**config.mk**
```make
export PLATFORM = sky130hd
export DESIGN_NAME = sub_arbiter
export DESIGN_NICKNAME = d
export VERILOG_FILES = /design/src/rtl/sub_arbiter_pkg.sv /design/src/rtl/sub_later.sv /design/src/rtl/sub_arbiter.sv
export SDC_FILE = /design/constraint.sdc
export NUM_CORES = 1
export LEC_CHECK = 0
export CELL_PAD_IN_SITES_DETAIL_PLACEMENT = 2
export CELL_PAD_IN_SITES_GLOBAL_PLACEMENT = 2
export CORE_MARGIN = 5
export CORE_UTILIZATION = 25
export DETAILED_ROUTE_END_ITERATION = 8
export PLACE_DENSITY = 0.79
export SYNTH_ARGS = -nofsm -noshare
export SYNTH_HDL_FRONTEND = slang
export SYNTH_SLANG_ARGS = --single-unit
```
**constraint.sdc**
```tcl
create_clock -name clk -period 3.25 [get_ports clk]
set_clock_uncertainty 0.1 [all_clocks]
set_input_delay 0.325 -clock clk [delete_from_list [all_inputs] [get_ports clk]]
set_output_delay 0.325 -clock clk [all_outputs]
set_load 0.005 [all_outputs]
```
**src/rtl/sub_arbiter_pkg.sv**
```systemverilog
// ============================================================
// Module : sub_arbiter_pkg -- shared widths, defaults, subtract helper
// Rev    : 1.0
// ============================================================
`default_nettype none

package sub_arbiter_pkg;

  localparam int C_OP_W    = 4;
  localparam int C_RES_W   = 5;
  localparam int C_NUM_REQ = 4;
  localparam int C_LATENCY = 3;
  localparam int C_ID_W    = 2;

  typedef logic        [C_OP_W-1:0]  operand_t;
  typedef logic signed [C_RES_W-1:0] result_t;

  // Zero-extend both operands so the 5-bit result covers -15..+15.
  function automatic result_t sub_ext(input operand_t a, input operand_t b);
    return result_t'({1'b0, a}) - result_t'({1'b0, b});
  endfunction

endpackage

`default_nettype wire

```
**src/rtl/sub_later.sv**
```systemverilog
// ============================================================
// Module : sub_later -- unsigned 4-bit subtract, LATENCY-stage registered
// Rev    : 1.0
// ============================================================
`default_nettype none

module sub_later
  import sub_arbiter_pkg::*;
#(
  parameter int LATENCY = C_LATENCY
) (
  input  logic                      clk,
  input  logic                      rst_n,
  input  logic        [C_OP_W-1:0]  aIn,
  input  logic        [C_OP_W-1:0]  bIn,
  output logic signed [C_RES_W-1:0] subOut
);

  result_t r_pipe [LATENCY];

  always_ff @(posedge clk or negedge rst_n) begin
    if (!rst_n) begin
      for (int i = 0; i < LATENCY; i++) r_pipe[i] <= '0;
    end else begin
      r_pipe[0] <= sub_ext(aIn, bIn);
      for (int i = 1; i < LATENCY; i++) r_pipe[i] <= r_pipe[i-1];
    end
  end

  assign subOut = r_pipe[LATENCY-1];

endmodule

`default_nettype wire

```
**src/rtl/sub_arbiter.sv**
```systemverilog
// ============================================================
// Module : sub_arbiter -- round-robin arbiter sharing one pipelined subtractor
// Rev    : 1.0
// ============================================================
`default_nettype none

module sub_arbiter
  import sub_arbiter_pkg::*;
#(
  parameter int NUM_REQ = C_NUM_REQ,
  parameter int LATENCY = C_LATENCY
) (
  input  logic                              clk,
  input  logic                              rst_n,
  input  logic        [NUM_REQ-1:0]         reqValid,
  input  logic        [C_OP_W*NUM_REQ-1:0]  reqA,
  input  logic        [C_OP_W*NUM_REQ-1:0]  reqB,
  output logic        [NUM_REQ-1:0]         reqReady,
  output logic                              respValid,
  output logic        [C_ID_W-1:0]          respId,
  output logic signed [C_RES_W-1:0]         respData,
  output logic        [$clog2(LATENCY+1)-1:0] inFlight
);

  localparam int CNT_W = $clog2(LATENCY+1);
  localparam int SUM_W = C_ID_W + 1;

  logic [C_ID_W-1:0]  r_ptr;
  logic [LATENCY-1:0] r_vld;
  logic [C_ID_W-1:0]  r_id [LATENCY];
  logic [CNT_W-1:0]   r_inflight;

  logic [NUM_REQ-1:0] w_rot;
  logic [C_ID_W-1:0]  w_off;
  logic [SUM_W-1:0]   w_sum;
  logic [C_ID_W-1:0]  w_gidx;
  logic [C_ID_W-1:0]  w_next_ptr;
  logic               w_issue;
  operand_t           w_a;
  operand_t           w_b;
  result_t            w_sub;

  // Rotate so bit 0 is the requester under the pointer; lowest set bit wins.
  assign w_rot = NUM_REQ'({reqValid, reqValid} >> r_ptr);

  always_comb begin
    w_off = '0;
    for (int i = NUM_REQ-1; i >= 0; i--) begin
      if (w_rot[i]) w_off = C_ID_W'(i);
    end
  end

  assign w_sum      = {1'b0, r_ptr} + {1'b0, w_off};
  assign w_gidx     = (w_sum >= SUM_W'(NUM_REQ)) ? C_ID_W'(w_sum - SUM_W'(NUM_REQ))
                                                 : C_ID_W'(w_sum);
  assign w_issue    = rst_n && (|reqValid);
  assign w_next_ptr = (w_gidx == C_ID_W'(NUM_REQ-1)) ? '0 : w_gidx + C_ID_W'(1);
  assign reqReady   = w_issue ? (NUM_REQ'(1) << w_gidx) : '0;

  // Idle cycles feed 0-0 so the result pipe reads 0 wherever no issue sits.
  assign w_a = w_issue ? reqA[w_gidx*C_OP_W +: C_OP_W] : '0;
  assign w_b = w_issue ? reqB[w_gidx*C_OP_W +: C_OP_W] : '0;

  sub_later #(
    .LATENCY (LATENCY)
  ) u_sub (
    .clk    (clk),
    .rst_n  (rst_n),
    .aIn    (w_a),
    .bIn    (w_b),
    .subOut (w_sub)
  );

  always_ff @(posedge clk or negedge rst_n) begin
    if (!rst_n) begin
      r_ptr      <= '0;
      r_vld      <= '0;
      r_inflight <= '0;
      for (int i = 0; i < LATENCY; i++) r_id[i] <= '0;
    end else begin
      if (w_issue) r_ptr <= w_next_ptr;
      r_vld[0] <= w_issue;
      r_id[0]  <= w_issue ? w_gidx : '0;
      for (int i = 1; i < LATENCY; i++) begin
        r_vld[i] <= r_vld[i-1];
        r_id[i]  <= r_id[i-1];
      end
      case ({w_issue, r_vld[LATENCY-1]})
        2'b10:   r_inflight <= r_inflight + CNT_W'(1);
        2'b01:   r_inflight <= r_inflight - CNT_W'(1);
        default: r_inflight <= r_inflight;
      endcase
    end
  end

  assign respValid = r_vld[LATENCY-1];
  assign respId    = r_id[LATENCY-1];
  assign respData  = w_sub;
  assign inFlight  = r_inflight;

endmodule

`default_nettype wire

```
==> results by group, run 1 <==
Logic synthesis
  • Synth Area in XOR/XNOR: 3.420%
  • Commonest register cell after synthesis: dfrtp_1
  • FF+latch count, synth: 28
  • Yosys top cell area share: 45.60%
  • Cell accounting for the most synthesized area: dfrtp_1
  • Unique cell type count in the Yosys netlist: 38
  • Sequential area share after synthesis: 45.60%
  • Syn Nets: approximately 190
  • Most frequent cell after synthesis: dfrtp_1
  • Syn_area_per_cell: 11.22 um2
  • Synth Area in Simple Gates: 11.16%
  • Fraction of registers with async set/reset: between 90% and 100%
  • Mux cell area share after synthesis: 9.121%
  • Post-synthesis adder-cell area fraction: 9.446%
  • EDFF count, synth: 0
  • Compound-Gate Fraction of Synth Area: 13.27%
  • Mapped Cells: 137
  • Synth area leaders: dfrtp_1, ha_1, mux2i_1
  • Largest family of logic cells by synthesized area: compound AO/OA/AOI/OAI gates
  • Synth warnings: 0
  • Mapped Area: about 1500 um2
  • Top cells by count, synth: dfrtp_1, ha_1, mux2i_1

Drt
  • Remaining DRCs: 0
  • Met3 routed WL: 212 um
  • Drt pass-1 iters: 4
  • Wire per inst: 14.75 um
  • M1 WL: 1667 um
  • Final wirelength: just over 4000 um
  • Vias per cell: 4.484
  • Met2 Routed Length: 2208 um
  • Via count: 1,251
  • DR top layer: met4
  • 1st-iter DRT viols: 23
  • ANT nets after route: 0

Cells and area
  • Nets: 254
  • Multi-input gate area: 755.7 um2
  • Antenna diode count: 0
  • Fillers: 646
  • Layout cells sized above 1: 25.98%
  • Area Overhead vs Synth: 52.04%
  • Register area: 701.9 um2
  • Fin cells: 279

Worst setup path
  • Critical path type: reg2reg
  • Worst path most repeated cell: a21oi_1
  • Worst path cell trace: o21ai_1 > a21oi_1 > nor3_1 > a21oi_2 > ha_2 > xnor2_2 > or3_4 > and2_4 > buf_4 > o211ai_1 > ha_1 > inv_1 > fa_2 > a21o_1 > a21oi_1
  • CP max stage delay: 450 ps
  • Critical path's top delay family: compound AO/OA/AOI/OAI gates
  • Critical Path AT: roughly 3300 ps
  • Crit start category: register
  • Crit path capture type: register
  • Worst Path Max Fanout: 5
  • Buffer and inverter count on the worst path: 2
  • Slowest cell on crit path: dfrtp_2
  • CP Data Required Time: 3340 ps

STA
  • RSZ-0062 raised after global routing: true
  • Final WS setup: between 50 and 60 ps
  • Final period util: 98.36%
  • Final Setup Violations: 0
  • Max-slew violations: 0
  • Fin Setup TNS: 0 ps
  • Fin Hold WS: 186.8 ps
  • Slew margin rel.: 74.71%
  • Hold Vio Cnt, Final: 0
  • Fin crit period: around 3200 ps
  • Worst-Margin Slew: 375.3 ps
  • Max Clock Freq: 312.8 MHz

Pwr
  • Tot Pwr: 2.294 mW
  • Leakage: 1.052 nW
  • Power Density: 982.0 nW/um2
  • Max rail drop VDD: 389.6 uV

Place
  • Dpl ws: -471.5 ps
  • Hpwl dp: 3511 um
  • Port bufs: 51
  • Routability congestion estimate: a little under 0.8
  • Post-Place Cells: 271

GRT
  • Initial antenna violation count: 0
  • Maximum number of pins on one net before global-route repair: 27
  • Grt ovf: 0
  • First-pass GRT wire length: about 6800 um
  • Number of global-route vias before repair: 1,422
  • Gr usage total: 11.03%

Clocking
  • CTS tree: done
  • Clk root buf: clkbuf_8
  • Clock latency on the worst-skew pair: 260 ps
  • H-Tree Depth: 1
  • CTS clock-pin slew for the worst setup and hold paths: roughly 80 ps
  • Number of hold buffers added after CTS: 0
  • Cts bufs inserted: 3
  • Maximum clock path buffer count: 2
  • Clk sinks: 28

Die
  • Starting Density: 25.80%
  • Boundary Pins: 52
  • FP Rows: 28
  • Die Wd: 88.40 um
  • Core area: 5956 um2
  • Die Footprint: roughly 7800 um2
  • Die H: approximately 88 um

Outcome
  • Outcome: finished clean

Flow run
  • Max-Cap Viols: 0

Hold path
  • Worst hold path type: in2async
## worst reg2reg max path: cells and delay by family (launching register included)
kind / cells / cell delay, ps
compound gates: 6 / 790
simple gates: 3 / 730
fa+ha+maj: 3 / 720
flops: 1 / 450
buf+inv: 2 / 200
xor+xnor: 1 / 130
## layout by cell type, fill, tap and decap left out, drive strengths merged, types with 5 or more instances in the layout
| cell | n |
|---|---|
| a21oi | 5 |
| inv | 6 |
| clkdlybuf4s50 | 43 |
| nand2 | 6 |
| dfrtp | 28 |
| mux2i | 8 |
| mux2 | 5 |
| buf | 26 |
| and2 | 5 |
| nor2 | 6 |
| ha | 10 |
| a211oi | 5 |
| dlygate4sd2 | 7 |
## final timing paths
path / from / to / slack, ps / depth (start not counted)
worst max-delay path: r_ptr[1] / u_sub.r_pipe[14] / 50 / 15
worst min-delay path: rst_n / r_ptr[0] / 190 / 1
worst max register to register: r_ptr[1] / u_sub.r_pipe[14] / 50 / 15
worst min register to register: u_sub.r_pipe[6] / u_sub.subOut[1] / 250 / 0
max in group asynchronous: rst_n / r_id[4] / 2270 / 2
min in group clk: u_sub.r_pipe[6] / u_sub.subOut[1] / 250 / 0
## area by class of cell
class | instances | area share, %
flip-flops and latches | 28 | 30.05
repair buffers | 77 | 30.10
clock buffers | 4 | 2.357
inverters | 7 | 1.125
well taps | 75 | 4.017
multi-input cells | 88 | 32.35
## what timing repair did
item / CTS / global route
pin swaps: 1 / 6
setup buffers: 3 / 2
setup endpoints to repair: 8 / 6
gates resized for setup: 11 / 10
## kinds of logic (layout without fill, tap and decap cells)
family          count (synthesis)  after routing
flops                          28             28
xor+xnor                        6              6
compound gates                 26             26
mux                            13             13
buf+inv                        21             88
simple gates                   32             32
fa+ha+maj                      11             11
## power by group
part           total, mW  leakage (nW)  switching [mW]  internal, mW
clock              0.200        0.0288          0.0923         0.108
sequential         0.593         0.338          0.0770         0.516
combinational       1.50         0.685           0.659         0.841
total               2.29          1.05           0.829          1.47
## sequential cells by signal, summed over array words and instances, names as in the netlist
signal and count:
r_vld 3, respId 2, u_sub.r_pipe 10, u_sub.subOut 5
r_id 4, r_ptr 2, inFlight 2
## per-layer routing
metal | vias to the layer above | GRT usage (%)
met5 | - | 0
met4 | 0 | 2.060
met3 | 2 | 1.490
met2 | 34 | 20.67
met1 | 610 | 13.47
li1 | 605 | -
## metrics by stage
stage                     utilization [%]  instance area, um2
after CTS                           38.49                2292
after floorplan                         -                1539
after global placement              37.23                2217
after global routing                39.22                2336
final                               39.22                2336
after detailed placement            37.23                2217
(Power assumes the default switching activity.)
==> run 2: changes to the inputs <==
--- a/config.mk
+++ b/config.mk
@@ -9,8 +9,10 @@
 export CELL_PAD_IN_SITES_GLOBAL_PLACEMENT = 2
 export CORE_MARGIN = 5
 export CORE_UTILIZATION = 25
+export CTS_CLUSTER_SIZE = 10
 export DETAILED_ROUTE_END_ITERATION = 8
 export PLACE_DENSITY = 0.79
 export SYNTH_ARGS = -nofsm -noshare
 export SYNTH_HDL_FRONTEND = slang
 export SYNTH_SLANG_ARGS = --single-unit
+export TNS_END_PERCENT = 20
==> results by group, run 2 (same netlist as run 1, synthesis figures left out) <==
Outcome
  • Outcome: finished, violations left
  • Failing checks: setup timing

Worst setup path
  • CP max stage delay: 450 ps (about the same)
  • Crit path capture type: register
  • Worst R2R Setup Slack: -50 ps (-100 ps)
  • Critical path type: reg2reg
  • Cells on worst reg2reg path: 15 (unchanged)
  • Critical Path AT: 3400 ps (+110 ps)
  • CP Data Required Time: 3350 ps (about the same)
  • Critical R2R Launch: r_ptr[1]
  • Critical path's top delay family: simple AND/OR/NAND/NOR gates
  • Worst Path Max Fanout: 6 (+1)
  • Crit start category: register
  • Worst path cell trace: o21ai_1 > a21oi_1 > nor3_1 > a21oi_2 > ha_2 > xnor2_2 > or3_4 > and2_4 > buf_6 > o211ai_1 > ha_2 > inv_2 > fa_2 > a21o_1 > a21oi_2
  • Buffer and inverter count on the worst path: 2 (unchanged)
  • Reg2reg end: u_sub.r_pipe[14]
  • Slowest cell on crit path: dfrtp_2

GRT
  • Maximum number of pins on one net before global-route repair: 27 (unchanged)
  • First-pass GRT wire length: 6837 um (+0.50%)
  • Initial antenna violation count: 0 (unchanged)
  • Gr usage total: 11.10% (+0.077 points)
  • Grt ovf: 0 (unchanged)
  • Number of global-route vias before repair: 1,410 (-0.84%)

Place
  • Routability congestion estimate: 0.7839 (unchanged)
  • Post-Place Cells: 271 (unchanged)
  • Hpwl dp: 3511 um (unchanged)
  • Port bufs: 51 (unchanged)

STA
  • Final WS setup: -50.83 ps (-104.2 ps)
  • Hold Vio Cnt, Final: 0 (unchanged)
  • Worst-Margin Slew: 362.2 ps (-13.09 ps)
  • Max-slew violations: 0 (unchanged)
  • Final period util: 101.6% (+3.2 points)
  • Slew margin rel.: 75.59% (+0.88 points)
  • Max Clock Freq: 303.0 MHz (-3.2%)
  • Fin Hold WS: 183.5 ps (-3.320 ps)
  • Fin crit period: 3301 ps (+104.2 ps)
  • Fin Setup TNS: -107.3 ps (-107.3 ps)
  • Final Setup Violations: 3 (+3)
  • RSZ-0062 raised after global routing: true

Cells and area
  • Nets: 255 (+0.39%)
  • Commonest non-fill, non-tap cell in the layout: clkdlybuf4s50_1
  • Top reg by flops: u_sub.r_pipe
  • Most frequent cells in the layout: clkdlybuf4s50_1, dfrtp_1, buf_4, mux2i_1, ha_1
  • Layout cells sized above 1: 28.29% (+2.3 points)
  • Area Overhead vs Synth: 54.32%
  • Antenna diode count: 0 (unchanged)
  • Fin cells: 280 (+0.36%)
  • Largest register FFs: 10 (unchanged)

Die
  • Die Wd: 88.40 um (unchanged)
  • Die Footprint: 7814 um2 (unchanged)
  • Boundary Pins: 52 (unchanged)
  • Starting Density: 25.80% (unchanged)
  • Core area: 5956 um2 (unchanged)
  • FP Rows: 28 (unchanged)
  • Die H: 88.40 um (unchanged)

Clocking
  • Number of hold buffers added after CTS: 0 (unchanged)
  • Clk root buf: clkbuf_8
  • Cts bufs inserted: 3 (unchanged)
  • CTS tree: done
  • Clock latency on the worst-skew pair: 260 ps (about the same)
  • Clk sinks: 28 (unchanged)
  • H-Tree Depth: 1 (unchanged)
  • CTS clock-pin slew for the worst setup and hold paths: 90 ps (about the same)
  • Maximum clock path buffer count: 2 (unchanged)

Pwr
  • Power Density: 1010 nW/um2 (+2.8%)
  • Max rail drop VDD: 401.5 uV (+3.1%)
  • Leakage: 1.054 nW (+0.16%)

Drt
  • Wire per inst: 15.03 um (+1.9%)
  • ANT nets after route: 0 (unchanged)
  • Drt pass-1 iters: 3 (-1)
  • Vias per cell: 4.471 (-0.28%)
  • 1st-iter DRT viols: 21 (-8.7%)
  • Via count: 1,252 (+0.080%)
  • Remaining DRCs: 0 (unchanged)
  • Final wirelength: 4208 um (+2.3%)

Flow run
  • Max-Cap Viols: 0 (unchanged)

Hold path
  • Worst hold path type: in2async
==> run 2: cell count changes in the layout (fill, tap and decap cells not counted), sizes merged <==
cell         delta
buf             +1
clkbuf          +1
dlygate4sd2     -1
==> run 2: power breakdown <==
part | internal (mW) | total, mW | switching, mW
clock network | 0.108 | 0.203 | 0.0950
logic | 0.895 | 1.60 | 0.702
registers | 0.516 | 0.594 | 0.0778
==> run 2: layout make-up <==
| class | instances | area, um2 |
|---|---|---|
| repair buffers | 78 | 718.2 |
| fillers | 640 | 3585 |
| well taps | 75 | 93.84 |
| flip-flops and latches | 28 | 701.9 |
| multi-input cells | 88 | 775.7 |
| inverters | 7 | 26.28 |
| clock buffers | 4 | 55.05 |
==> run 2: how the worst max path moves through the flow <==
stage | startpoint | to | slack [ps] | depth (start not counted)
2_1_floorplan | r_ptr[1] | u_sub.r_pipe[14] | 40 | 17
3_3_place_gp | reqValid[0] | u_sub.r_pipe[14] | -350 | 15
3_5_place_dp | reqValid[0] | u_sub.r_pipe[14] | -470 | 16
4_1_cts | reqValid[1] | u_sub.r_pipe[13] | -80 | 16
5_1_grt | r_ptr[1] | u_sub.r_pipe[14] | -220 | 15
6_report | r_ptr[1] | u_sub.r_pipe[14] | -50 | 15
==> run 2: repair_timing <==
action	in CTS	in global routing
endpoints found under the setup margin	8	7
pin swaps	1	14
gates resized for setup	11	19
buffers inserted	2	3
hold endpoints to repair	0	0
==> run 2: through the flow <==
| step | setup WS [ps] | area (um2) | util (%) | total power, mW |
|---|---|---|---|---|
| 5_1_grt | -216.7 | 2371 | 39.81 | 2.611 |
| 4_1_cts | -82.69 | 2286 | 38.38 | 2.266 |
| 3_5_place_dp | -471.5 | 2217 | 37.23 | 2.027 |
| 6_report | -50.83 | 2371 | 39.81 | 2.394 |
| 2_1_floorplan | 39.13 | 1539 | - | 1.457 |
| 3_3_place_gp | -346.0 | 2217 | 37.23 | 1.939 |
==> run 2: routing by layer <==
| metal | track usage [%] | vias up | wire (um) | share of wire (%) |
|---|---|---|---|---|
| met1 | 13.64 | 610 | 1666 | 40 |
| li1 | - | 606 | - | - |
| met4 | 2.060 | 0 | 27 | 0.64 |
| met2 | 20.73 | 34 | 2286 | 54 |
| met5 | 0 | - | 0 | 0 |
| met3 | 1.490 | 2 | 227 | 5.4 |
